==> config.mk <==
export PLATFORM = sky130hd
export DESIGN_NAME = conv_sequencer
export DESIGN_NICKNAME = d
export VERILOG_FILES = /design/src/rtl/conv_seq_pkg.sv /design/src/rtl/conv_seq_range.sv /design/src/rtl/conv_sequencer.sv
export SDC_FILE = /design/constraint.sdc
export NUM_CORES = 1
export LEC_CHECK = 0
export ABC_CLOCK_PERIOD_IN_PS = 5620
export CORE_ASPECT_RATIO = 0.8
export CORE_UTILIZATION = 55
export CTS_CLUSTER_SIZE = 14
export DETAILED_ROUTE_END_ITERATION = 16
export PLACE_DENSITY = 0.89
export SYNTH_ARGS = -nofsm -noshare
export SYNTH_HDL_FRONTEND = slang
export SYNTH_HIERARCHICAL = 1
export SYNTH_SLANG_ARGS = --single-unit
==> constraint.sdc <==
create_clock -name clk -period 5.62 [get_ports clk]
set_input_delay 1.124 -clock clk [delete_from_list [all_inputs] [get_ports clk]]
set_output_delay 1.124 -clock clk [all_outputs]
set_load 0.02 [all_outputs]
==> src/rtl/conv_seq_pkg.sv <==
// Shared types and constants for the 1-D convolution sequencer.
// Holds the FSM state encoding, config field layout and size limits.
package conv_seq_pkg;

  typedef enum logic [2:0] {
    IDLE  = 3'd0,
    LOAD  = 3'd1,
    ISSUE = 3'd2,
    DRAIN = 3'd3,
    WRITE = 3'd4,
    DONE  = 3'd5
  } state_t;

  localparam int SIZEX_LSB = 0;
  localparam int SIZEY_LSB = 6;
  localparam int SIZE_W    = 6;
  localparam int MAX_SIZE  = 32;
  // One bit wider than a size field so n and k arithmetic never wraps.
  localparam int CNT_W     = SIZE_W + 1;

  function automatic logic size_ok(input logic [SIZE_W-1:0] s);
    return (s != '0) && ({1'b0, s} <= CNT_W'(MAX_SIZE));
  endfunction

endpackage

==> src/rtl/conv_seq_range.sv <==
// Combinational k-range for output index n: k_lo = max(0, n-sizeY+1), k_hi = min(n, sizeX-1).
// Zero latency; no handshake.
module conv_seq_range
  import conv_seq_pkg::*;
(
  input  logic [CNT_W-1:0]  n_i,
  input  logic [SIZE_W-1:0] size_x_i,
  input  logic [SIZE_W-1:0] size_y_i,
  output logic [CNT_W-1:0]  k_lo_o,
  output logic [CNT_W-1:0]  k_hi_o
);

  logic [CNT_W-1:0] sx;
  logic [CNT_W-1:0] sy;
  logic [CNT_W-1:0] sx_m1;

  assign sx    = {1'b0, size_x_i};
  assign sy    = {1'b0, size_y_i};
  assign sx_m1 = sx - CNT_W'(1);

  always_comb begin
    k_lo_o = '0;
    if (n_i >= sy) begin
      k_lo_o = n_i - sy + CNT_W'(1);
    end
    k_hi_o = (n_i < sx_m1) ? n_i : sx_m1;
  end

endmodule

==> src/rtl/conv_sequencer.sv <==
// Control sequencer for the 1-D convolution MAC: walks n and k, issues memX/memY reads,
// MAC clear/enable one cycle later, and memZ writes; reports busy/done/cfg_err.
module conv_sequencer
  import conv_seq_pkg::*;
#(
  parameter int ADDR_WIDTH_X = 5,
  parameter int ADDR_WIDTH_Z = 6,
  parameter int DATA_WIDTH   = 32
) (
  input  logic                    clk,
  input  logic                    rst,
  input  logic                    start,
  input  logic [DATA_WIDTH-1:0]   config_in,
  output logic [ADDR_WIDTH_X-1:0] memX_addr,
  output logic [ADDR_WIDTH_X-1:0] memY_addr,
  output logic                    mac_en,
  output logic                    mac_clr,
  output logic [ADDR_WIDTH_Z-1:0] memZ_addr,
  output logic                    writeZ,
  output logic                    busy,
  output logic                    done,
  output logic                    cfg_err
);

  state_t state_q, state_d;

  logic [SIZE_W-1:0]       sx_q, sx_d;
  logic [SIZE_W-1:0]       sy_q, sy_d;
  logic [CNT_W-1:0]        n_q, n_d;
  logic [CNT_W-1:0]        k_q, k_d;
  logic                    first_q, first_d;
  logic [ADDR_WIDTH_X-1:0] xa_q, xa_d;
  logic [ADDR_WIDTH_X-1:0] ya_q, ya_d;
  logic                    mac_en_q, mac_en_d;
  logic                    mac_clr_q, mac_clr_d;
  logic                    err_q, err_d;

  logic [SIZE_W-1:0] cfg_x;
  logic [SIZE_W-1:0] cfg_y;
  logic              cfg_ok;
  logic [CNT_W-1:0]  range_n;
  logic [CNT_W-1:0]  k_lo;
  logic [CNT_W-1:0]  k_hi;
  logic [CNT_W-1:0]  y_diff;
  logic [CNT_W-1:0]  n_last;
  logic              last_n;
  logic              k_more;
  logic              unused_bits;

  assign cfg_x  = config_in[SIZEX_LSB +: SIZE_W];
  assign cfg_y  = config_in[SIZEY_LSB +: SIZE_W];
  assign cfg_ok = size_ok(cfg_x) && size_ok(cfg_y);

  // In WRITE the range unit looks one n ahead so the next k_lo lands in a register.
  assign range_n = (state_q == WRITE) ? (n_q + CNT_W'(1)) : n_q;

  conv_seq_range u_range (
    .n_i      (range_n),
    .size_x_i (sx_q),
    .size_y_i (sy_q),
    .k_lo_o   (k_lo),
    .k_hi_o   (k_hi)
  );

  assign y_diff = n_q - k_q;
  assign n_last = {1'b0, sx_q} + {1'b0, sy_q} - CNT_W'(2);
  assign last_n = (n_q == n_last);
  assign k_more = (k_q < k_hi);

  assign unused_bits = ^{config_in[DATA_WIDTH-1:SIZEY_LSB+SIZE_W],
                         y_diff[CNT_W-1:ADDR_WIDTH_X]};

  always_ff @(posedge clk) begin
    if (rst) begin
      state_q <= IDLE;
    end else begin
      state_q <= state_d;
    end
  end

  always_comb begin
    state_d = state_q;
    unique case (state_q)
      IDLE:    if (start) state_d = LOAD;
      LOAD:    state_d = cfg_ok ? ISSUE : DONE;
      ISSUE:   if (!k_more) state_d = DRAIN;
      DRAIN:   state_d = WRITE;
      WRITE:   state_d = last_n ? DONE : ISSUE;
      DONE:    state_d = IDLE;
      default: state_d = IDLE;
    endcase
  end

  always_comb begin
    sx_d      = sx_q;
    sy_d      = sy_q;
    n_d       = n_q;
    k_d       = k_q;
    first_d   = first_q;
    xa_d      = xa_q;
    ya_d      = ya_q;
    err_d     = err_q;
    mac_en_d  = (state_q == ISSUE);
    mac_clr_d = (state_q == ISSUE) && first_q;
    case (state_q)
      LOAD: begin
        sx_d    = cfg_x;
        sy_d    = cfg_y;
        err_d   = !cfg_ok;
        n_d     = '0;
        k_d     = '0;
        first_d = 1'b1;
      end
      ISSUE: begin
        xa_d    = k_q[ADDR_WIDTH_X-1:0];
        ya_d    = y_diff[ADDR_WIDTH_X-1:0];
        first_d = 1'b0;
        if (k_more) k_d = k_q + CNT_W'(1);
      end
      WRITE: begin
        if (!last_n) begin
          n_d     = n_q + CNT_W'(1);
          k_d     = k_lo;
          first_d = 1'b1;
        end
      end
      // n returns to 0 here so memZ_addr is 0 in IDLE and LOAD.
      DONE: n_d = '0;
      default: ;
    endcase
  end

  always_ff @(posedge clk) begin
    if (rst) begin
      sx_q      <= '0;
      sy_q      <= '0;
      n_q       <= '0;
      k_q       <= '0;
      first_q   <= 1'b0;
      xa_q      <= '0;
      ya_q      <= '0;
      mac_en_q  <= 1'b0;
      mac_clr_q <= 1'b0;
      err_q     <= 1'b0;
    end else begin
      sx_q      <= sx_d;
      sy_q      <= sy_d;
      n_q       <= n_d;
      k_q       <= k_d;
      first_q   <= first_d;
      xa_q      <= xa_d;
      ya_q      <= ya_d;
      mac_en_q  <= mac_en_d;
      mac_clr_q <= mac_clr_d;
      err_q     <= err_d;
    end
  end

  always_comb begin
    busy      = (state_q != IDLE);
    done      = (state_q == DONE);
    writeZ    = (state_q == WRITE);
    memZ_addr = '0;
    if (state_q != IDLE) memZ_addr = n_q[ADDR_WIDTH_Z-1:0];
    memX_addr = xa_q;
    memY_addr = ya_q;
    if (state_q == ISSUE) begin
      memX_addr = k_q[ADDR_WIDTH_X-1:0];
      memY_addr = y_diff[ADDR_WIDTH_X-1:0];
    end
    mac_en    = mac_en_q;
    mac_clr   = mac_clr_q;
    cfg_err   = err_q;
  end

endmodule
==> results of run 1 <==
==> layout make-up <==
type                    instances  area (um2)  area share (%)
flip-flops and latches         43         861            21.1
repair buffers                 38         375            9.21
clock buffers                   5        68.8            1.69
clock inverters                 3        46.3            1.14
multi-input cells             333        2390            58.7
well taps                      81         101            2.49
inverters                      61         229            5.62
==> worst min-delay path by stage <==
stage | cells past startpoint | to | slack (ns)
after floorplan | 2 | xa_q[0] | 0.44
after global placement | 2 | xa_q[0] | 0.45
after detailed placement | 2 | xa_q[4] | 0.46
after CTS | 2 | xa_q[4] | 0.48
after global routing | 2 | xa_q[0] | 0.51
final | 2 | xa_q[0] | 0.48
==> flip-flops by register name (all words and copies together) (netlist names) <==
| signal | cells |
|---|---|
| mac_en | 1 |
| sx_q | 6 |
| xa_q | 5 |
| k_q | 7 |
| mac_clr | 1 |
| first_q | 1 |
| ya_q | 5 |
| state_q | 3 |
| sy_q | 6 |
| cfg_err | 1 |
| n_q | 7 |
==> power by group through the flow <==
stage | sequential (uW) | combinational (uW) | clock (uW)
floorplan | 335 | 217 | 0
global placement | 341 | 265 | 0
detailed placement | 342 | 277 | 0
CTS | 335 | 281 | 259
global route | 338 | 314 | 276
finish | 335 | 281 | 257
==> worst reg2reg max path, cell delays in order (launching register included) <==
cell and delay (ns):
dfxtp_1 0.46, nor2_1 0.08, nand2_1 0.18, clkinv_1 0.25, and4_1 0.33, and3_1 0.23
xor2_1 0.29, ha_1 0.34, a21oi_1 0.14, nand3_1 0.10, nor2_2 0.36, mux2i_1 0.24
inv_1 0.06, ha_1 0.29, nand2_1 0.05, o21ai_0 0.14, a21oi_1 0.11, o21ai_2 0.34
o211a_1 0.44, mux2_4 0.33
==> cell families (layout without fill, tap and decap cells) <==
group,after synthesis,after routing,share of synthesized area (%)
and+or+nand+nor,154,154,21.7
buffers and inverters,79,107,8.73
xor gates and xnor gates,25,25,6.14
adders and majority gates,48,48,17.7
AOI/OAI and AO/OA,95,95,18.1
DFF,43,43,24.1
muxes,11,11,3.51
==> cell usage in the layout (no fill, tap or decap), drive strengths merged, types with 3 or more instances in the layout <==
master         netlist  layout
a211oi               6       6
a21o                 4       4
a21oi               32      32
a31o                 4       4
and2                13      13
and3                 5       5
clkbuf              10       5
clkdlybuf4s50        0      36
dfxtp               43      43
fa                   4       4
ha                  44      44
inv                 60      61
mux2                 3       3
mux2i                8       8
nand2               53      53
nand2b               4       4
nand3               14      14
nand4                4       4
nor2                24      24
nor2b               10      10
nor3                13      13
o211ai               7       7
o21ai               23      23
o32ai                3       3
o41ai                3       3
xnor2               11      11
xor2                14      14
==> stage by stage <==
step / area [um2] / power [uW]
global route: 4080 / 928
detailed placement: 3960 / 620
floorplan: 3570 / 552
CTS: 4080 / 874
finish: 4080 / 873
global placement: 3960 / 606
==> layer usage <==
metal	vias to the layer above	global-route usage, %	part of all wire (%)
met5	-	0	0
met4	0	6.77	1.2
met3	11	4.29	5.9
met2	88	44.9	46
met1	1487	35.2	47
li1	1615	-	-
==> impl_metrics.json, run 1 <==
{
  "status": "complete, no violations",
  "period_minus_slack_ns": 4.85,
  "rsz0062_at_grt": "no",
  "async_reset_ff_share_pct": 0,
  "htreeDepth": 2,
  "clock-sinks": 43,
  "slew_violations": 0,
  "filler_cell_count": 498,
  "insertion_delay_ns": 0.31,
  "die-area_mm2": 0.00681,
  "hold_viol_final": 0,
  "synth_area_mm2": 0.00357,
  "grt_pass1_wl_mm": 14.2,
  "crit_chain": "nor2_1, nand2_1, clkinv_1, and4_1, and3_1, xor2_1, ha_1, a21oi_1, nand3_1, nor2_2, mux2i_1, inv_1, ha_1, nand2_1, o21ai_0, a21oi_1, o21ai_2, o211a_1, mux2_4",
  "start_kind": "flip-flop",
  "yosysMostFrequentCell": "inv_1",
  "cts_buffers": 5,
  "instances_no_fill": 564,
  "cts_tree": "yes",
  "power_frac_comb_pct": 32.2,
  "diodes": 0,
  "placeableCoreArea_mm2": 0.00607,
  "min_from": "xa_q[0]",
  "fin_nets": 565,
  "path_depth": 19,
  "dp_cells": 556,
  "cp.required_ns": 5.82,
  "cp_top_family": "simple AND/OR/NAND/NOR gates",
  "routedWlPerCell_um": 14.8,
  "syn_to_final_growth_pct": 14.3,
  "drv_cap": 0,
  "finClkSkew_ns": 0.00396,
  "ys_top_cells_by_count": "inv_1, nand2_1, ha_1, dfxtp_1, a21oi_1",
  "cts_root_buffer": "clkbuf_8",
  "p_switching_uw": 301,
  "dp_slack_ns": 0.850,
  "ys_seq_area_share_pct": 24.1,
  "num_rows": 25,
  "dr.pass1.iters": 4,
  "syn-instance-count": 455,
  "initial_core_util_pct": 58.8,
  "drtIter0Drc": 159,
  "antenna_found_initial": 0,
  "grt_remaining_overflow": 0,
  "grt_max_degree": 34,
  "grt_usage_pct": 26.3,
  "postCtsSetupBuffers": 0,
  "drive_gt1_share_pct": 5.18,
  "worst_pin_slew_ns": 1.07,
  "synth_area_leaders": "dfxtp_1, ha_1, inv_1, nand2_1, a21oi_1",
  "arrival_ns": 5.06,
  "crit_start": "state_q[0]",
  "syn_area_per_cell_um2": 7.84,
  "tns_ns": 0,
  "ir_drop_uv": 197,
  "path_clk_slew_ns": 0.09,
  "hold_buffers": 0,
  "drc": 0,
  "io_buffers": 36,
  "die_h_um": 74.0,
  "crit_type": "reg -> reg",
  "p_leak_uw": 0.00172,
  "cp-endpoint": "k_q[0]",
  "cp.buffers_inverters": 2,
  "synth-edff-count": 0,
  "ant_nets": 0,
  "period_share_pct": 86.4,
  "setup_viol": 0,
  "crit_path_max_incr_delay_ns": 0.46,
  "grt_pass1_vias": 3004,
  "synth_top_area_share_pct": 24.1,
  "gp_congestion": 0.878,
  "power_frac_clock_pct": 29.4,
  "internal_power_uw": 572,
  "r2r_start": "state_q[0]",
  "cts-resized-gates": 0,
  "synthDistinctLibCells": 54,
  "utilization_pct": 67.2,
  "cp_slowest_cell": "dfxtp_1",
  "dieWidth_um": 92.0,
  "r2r_end": "k_q[0]",
  "fmax_ghz": 0.206,
  "yosysTopAreaCell": "dfxtp_1",
  "syn-num-nets": 538,
  "min_path_type": "reg -> reg",
  "dpl.hpwl_mm": 6.55,
  "r2r_cells": 19,
  "synth_seq_cells": 43,
  "avgViaCountPerCell": 5.68,
  "relSlewSlack_pct": 28.2,
  "vias": 3201,
  "wl_mm": 8.37,
  "cp-end-kind": "flip-flop",
  "p_per_area_mw_per_mm2": 214,
  "swShare_pct": 34.5,
  "synth-main-ff-cell": "dfxtp_1",
  "seq_power_share_pct": 38.4,
  "yosys_warnings": 6,
  "regToRegSetupSlack_ns": 0.77,
  "io_pins": 57,
  "fin_hold_ws_ns": 0.477,
  "setup_ws_ns": 0.767,
  "critical_path.max_fanout": 9,
  "clock_path_buffers": 2
}
Power figures use the tool's default switching activity.
==> run 2: changes to the inputs <==
--- a/config.mk
+++ b/config.mk
@@ -7,10 +7,11 @@
 export LEC_CHECK = 0
 export ABC_CLOCK_PERIOD_IN_PS = 5620
 export CORE_ASPECT_RATIO = 0.8
-export CORE_UTILIZATION = 55
+export CORE_UTILIZATION = 45
 export CTS_CLUSTER_SIZE = 14
 export DETAILED_ROUTE_END_ITERATION = 16
-export PLACE_DENSITY = 0.89
+export GPL_ROUTABILITY_DRIVEN = 0
+export PLACE_DENSITY = 0.76
 export SYNTH_ARGS = -nofsm -noshare
 export SYNTH_HDL_FRONTEND = slang
 export SYNTH_HIERARCHICAL = 1
==> run 2 against run 1 <==
Compared with the run above:
- first-iteration DRC count increased by 13%
- fmax decreased by 2.7%
- die area increased by 22%
- combinational power about the same
==> impl_metrics.json, run 2 (synthesized netlist as in run 1, its figures left out) <==
{
  "layout_common_cells": "inv_1, nand2_1, ha_1",
  "r2r_cells": 19,
  "regToRegSetupSlack_ns": 0.63,
  "grt_pass1_vias": 3077,
  "cts_buffers": 5,
  "drive_gt1_share_pct": 4.97,
  "p_leak_uw": 0.00171,
  "worst_pin_slew_ns": 1.08,
  "path_depth": 19,
  "placeableCoreArea_mm2": 0.00753,
  "period_minus_slack_ns": 4.99,
  "cp.buffers_inverters": 2,
  "cts_tree": "yes",
  "wl_mm": 8.36,
  "dr.pass1.iters": 4,
  "cp_top_family": "simple AND/OR/NAND/NOR gates",
  "routedWlPerCell_um": 14.2,
  "syn_to_final_growth_pct": 14.3,
  "cts-resized-gates": 0,
  "reg_top3": "k_q (7), n_q (7)",
  "clock-sinks": 43,
  "die_h_um": 81.6,
  "arrival_ns": 5.18,
  "io_pins": 57,
  "fin_nets": 565,
  "avgViaCountPerCell": 5.43,
  "cp-end-kind": "flip-flop",
  "setup_ws_ns": 0.631,
  "cp_slowest_cell": "dfxtp_1",
  "placed_area_mm2": 0.00399,
  "insertion_delay_ns": 0.30,
  "crit_chain": "nor2_1, nand2_1, clkinv_1, and4_1, and3_1, xor2_1, ha_1, a21oi_1, nand3_1, nor2_2, mux2i_1, inv_1, ha_1, nand2_1, o21ai_0, a21oi_1, o21ai_2, o211a_1, mux2_4",
  "path_clk_slew_ns": 0.08,
  "vias": 3195,
  "cp.required_ns": 5.81,
  "setup_viol": 0,
  "period_share_pct": 88.8,
  "relSlewSlack_pct": 28.0,
  "initial_core_util_pct": 47.4,
  "grt_remaining_overflow": 0,
  "ir_drop_uv": 123,
  "tns_ns": 0,
  "stdcell_area_mm2": 0.00408,
  "clock_path_buffers": 2,
  "status": "complete, no violations",
  "p_per_area_mw_per_mm2": 199,
  "slew_violations": 0,
  "grt_usage_pct": 21.8,
  "start_kind": "flip-flop",
  "r2r_end": "k_q[0]",
  "dp_slack_ns": 0.733,
  "grt_pass1_wl_mm": 14.0,
  "hold_viol_final": 0,
  "filler_cell_count": 724,
  "crit_start": "state_q[0]",
  "die-area_mm2": 0.00829,
  "drtIter0Drc": 179,
  "p_total_uw": 810,
  "cts_root_buffer": "clkbuf_8",
  "io_buffers": 36,
  "r2r_start": "state_q[0]",
  "dpl.hpwl_mm": 6.54,
  "min_path_type": "reg -> reg",
  "drv_cap": 0,
  "postCtsSetupBuffers": 0,
  "rsz0062_at_grt": "no",
  "grt_max_degree": 34,
  "ant_nets": 0,
  "cp-endpoint": "k_q[0]",
  "critical_path.max_fanout": 10,
  "crit_path_max_incr_delay_ns": 0.49,
  "dieWidth_um": 102,
  "utilization_pct": 54.1,
  "drc": 0,
  "antenna_found_initial": 0,
  "fmax_ghz": 0.200,
  "num_rows": 28,
  "crit_type": "reg -> reg",
  "diodes": 0,
  "final_common_cell": "inv_1",
  "htreeDepth": 2,
  "hold_buffers": 0,
  "finClkSkew_ns": 0.00856
}
## run 2: layer usage
metal | global-route usage (%) | routed length, um | share of wire [%] | up-vias
met5 | 0 | 0 | 0 | -
met4 | 6.52 | 100 | 1.2 | 0
met3 | 4.26 | 360 | 4.3 | 12
met2 | 35.5 | 3870 | 46 | 69
met1 | 29.2 | 4030 | 48 | 1498
li1 | - | - | - | 1616
## run 2: power by group
| part | internal, uW | total [uW] | leakage (uW) | switching [uW] |
|---|---|---|---|---|
| logic | 120 | 278 | 0.00132 | 158 |
| registers | 318 | 335 | 0.000349 | 17.2 |
| clock network | 87.0 | 197 | 0.0000412 | 110 |
| total | 525 | 810 | 0.00171 | 285 |
## run 2: tightest hold or removal path, cell delays in order, from the launching register on
cell     delay [ns]
dfxtp_1        0.31
nand2_1        0.07
a21oi_1        0.06
## run 2: worst min-delay path by stage
stage / depth (start not counted) / slack (ns) / endpoint / startpoint
final: 2 / 0.47 / xa_q[0] / xa_q[0]
after global routing: 2 / 0.49 / xa_q[0] / xa_q[0]
after CTS: 2 / 0.47 / xa_q[4] / xa_q[4]
after detailed placement: 2 / 0.46 / xa_q[4] / xa_q[4]
after global placement: 2 / 0.45 / xa_q[4] / xa_q[4]
after floorplan: 2 / 0.44 / xa_q[0] / xa_q[0]
## run 2: final cells by class
class,count,area [um2],share of cell area [%]
Inverter,61,229,5.62
Timing Repair Buffer,38,375,9.21
Sequential cell,43,861,21.1
Tap cell,105,131,3.22
Clock inverter,2,12.5,0.307
Multi-Input combinational cell,333,2390,58.7
Clock buffer,6,72.6,1.78
## run 2: stage by stage
stage,hold WS [ns],instances
2_1_floorplan,0.444,455
3_3_place_gp,0.451,580
3_5_place_dp,0.460,580
4_1_cts,0.474,588
5_1_grt,0.487,588
6_report,0.471,588
==> run 3: changes to the inputs <==
--- a/config.mk
+++ b/config.mk
@@ -6,12 +6,13 @@
 export NUM_CORES = 1
 export LEC_CHECK = 0
 export ABC_CLOCK_PERIOD_IN_PS = 5620
+export CAP_MARGIN = 40
 export CORE_ASPECT_RATIO = 0.8
-export CORE_UTILIZATION = 45
+export CORE_UTILIZATION = 52
 export CTS_CLUSTER_SIZE = 14
 export DETAILED_ROUTE_END_ITERATION = 16
 export GPL_ROUTABILITY_DRIVEN = 0
-export PLACE_DENSITY = 0.76
+export PLACE_DENSITY = 0.84
 export SYNTH_ARGS = -nofsm -noshare
 export SYNTH_HDL_FRONTEND = slang
 export SYNTH_HIERARCHICAL = 1
==> run 3 against run 2 <==
Compared with the run above:
- via count rose by 4.2%
- setup slack improved by 0.19 ns
- first-iteration DRC count fell by 1.1%
- sequential share of layout area fell by 0.15 points
- register-to-register slack improved by 0.19 ns
- sequential cell count did not move
- final cell count fell by 3.1%
- routed wire length rose by 6.4%
- design area rose by 0.74%
- power rose by 9.8%
- die area fell by 13%
- clock skew fell by 0.0018 ns
- largest cell class unchanged
- highest routed layer unchanged
==> impl_metrics.json, run 3 (synthesized netlist as in run 1, its figures left out) <==
{
  "status": "complete, no violations",
  "die-area_mm2": 0.00720,
  "critical_path.max_fanout": 9,
  "path_clk_slew_ns": 0.09,
  "antenna_found_initial": 0,
  "dieWidth_um": 94.6,
  "cts-resized-gates": 0,
  "p_total_uw": 889,
  "min_path_type": "reg -> reg",
  "relSlewSlack_pct": 45.7,
  "grt_max_degree": 34,
  "grt_remaining_overflow": 0,
  "hold_end": "xa_q[0]",
  "placeableCoreArea_mm2": 0.00651,
  "drtIter0Drc": 177,
  "layout_common_cells": "inv_1, nand2_1, ha_1",
  "routedWlPerCell_um": 15.6,
  "arrival_ns": 4.99,
  "setup_viol": 0,
  "htreeDepth": 2,
  "internal_power_uw": 585,
  "period_share_pct": 85.3,
  "drv_cap": 0,
  "wl_mm": 8.89,
  "postCtsSetupBuffers": 0,
  "start_kind": "flip-flop",
  "seq_power_share_pct": 37.8,
  "drc": 0,
  "power_frac_clock_pct": 30.2,
  "dpl.hpwl_mm": 6.75,
  "clock_path_buffers": 2,
  "drive_gt1_share_pct": 5.76,
  "cp_slowest_cell": "dfxtp_1",
  "r2r_end": "k_q[3]",
  "worst_pin_slew_ns": 0.811,
  "multiInputGateArea_mm2": 0.00239,
  "cts_tree": "yes",
  "reg_top3": "k_q (7), n_q (7)",
  "p_switching_uw": 304,
  "fin_nets": 568,
  "p_leak_uw": 0.00175,
  "num_rows": 26,
  "io_buffers": 36,
  "register_area_um2": 861,
  "vias": 3330,
  "tns_ns": 0,
  "final_common_cell": "inv_1",
  "ant_nets": 0,
  "avgViaCountPerCell": 5.84,
  "finClkSkew_ns": 0.00679,
  "crit_path_max_incr_delay_ns": 0.47,
  "diodes": 0,
  "slew_violations": 0,
  "hold_buffers": 0,
  "syn_to_final_growth_pct": 15.1,
  "hold_viol_final": 0,
  "dp_cells": 561,
  "cts_buffers": 5,
  "swShare_pct": 34.2,
  "power_frac_comb_pct": 32.1,
  "r2r_start": "state_q[0]",
  "rsz0062_at_grt": "no",
  "die_h_um": 76.1,
  "cts_root_buffer": "clkbuf_8",
  "r2r_cells": 19,
  "period_minus_slack_ns": 4.80,
  "grt_pass1_vias": 3085,
  "regToRegSetupSlack_ns": 0.82,
  "crit_chain": "nor2_1, nand2_1, clkinv_1, and4_1, and3_1, xor2_1, ha_1, a21oi_1, nand3_1, nor2_2, mux2i_1, inv_1, ha_1, nand2_1, o21ai_0, a21oi_1, o21ai_2, o211a_1, mux2_4",
  "insertion_delay_ns": 0.31,
  "io_pins": 57,
  "p_per_area_mw_per_mm2": 216,
  "instances_no_fill": 570,
  "utilization_pct": 63.1,
  "worstHoldPathCells": 2,
  "clock-sinks": 43,
  "ir_drop_uv": 128,
  "grt_usage_pct": 25.7,
  "filler_cell_count": 577,
  "fmax_ghz": 0.209,
  "min_from": "xa_q[0]",
  "cp.required_ns": 5.82,
  "initial_core_util_pct": 54.8,
  "grt_pass1_wl_mm": 14.5,
  "crit_type": "reg -> reg",
  "cp-end-kind": "flip-flop",
  "dr.pass1.iters": 5
}
[run 3: area by class of cell]
| cell class | instances | area share [%] |
|---|---|---|
| repair buffers | 41 | 9.63 |
| clock inverters | 2 | 0.945 |
| well taps | 84 | 2.56 |
| inverters | 61 | 5.58 |
| clock buffers | 6 | 2.01 |
| flip-flops and latches | 43 | 21.0 |
| multi-input cells | 333 | 58.3 |
[run 3: metal layers]
| metal | vias up | global-route usage [%] | routed length, um |
|---|---|---|---|
| li1 | 1619 | - | - |
| met1 | 1550 | 34.6 | 4080 |
| met2 | 139 | 41.6 | 4080 |
| met3 | 22 | 4.69 | 573 |
| met4 | 0 | 7.27 | 164 |
| met5 | - | 0 | 0 |
[run 3: worst max-delay path by stage]
stage          slack (ns)  endpoint       start  cells after the start
3_3_place_gp         1.15    k_q[4]  state_q[0]                     19
2_1_floorplan        1.51    k_q[0]  state_q[0]                     20
6_report             0.82    k_q[3]  state_q[0]                     19
5_1_grt              0.54    k_q[0]  state_q[2]                     18
3_5_place_dp         1.00    k_q[3]  state_q[0]                     18
4_1_cts              0.93    k_q[3]  state_q[0]                     19
[run 3: worst max-delay path, delay by kind of cell (launching register included)]
family	cells	cell delay, ns
and+or+nand+nor	7	1.35
AOI/OAI and AO/OA	5	0.99
adders and majority gates	2	0.64
muxes	2	0.62
DFF	1	0.47
xor gates and xnor gates	1	0.35
buffers and inverters	2	0.25
[run 3: power by group through the flow]
| stage | registers [uW] | logic, uW | clock network (uW) |
|---|---|---|---|
| after floorplan | 335 | 217 | 0 |
| after global placement | 341 | 265 | 0 |
| after detailed placement | 342 | 278 | 0 |
| after CTS | 335 | 281 | 271 |
| after global routing | 338 | 319 | 283 |
| final | 336 | 285 | 268 |
[run 3: per-stage QoR]
stage / cell area, um2 / worst slack (ns) / hold slack, ns
6_report: 4110 / 0.824 / 0.471
5_1_grt: 4110 / 0.543 / 0.496
4_1_cts: 4100 / 0.933 / 0.475
3_5_place_dp: 3980 / 1.00 / 0.461
3_3_place_gp: 3970 / 1.15 / 0.451
2_1_floorplan: 3570 / 1.51 / 0.444
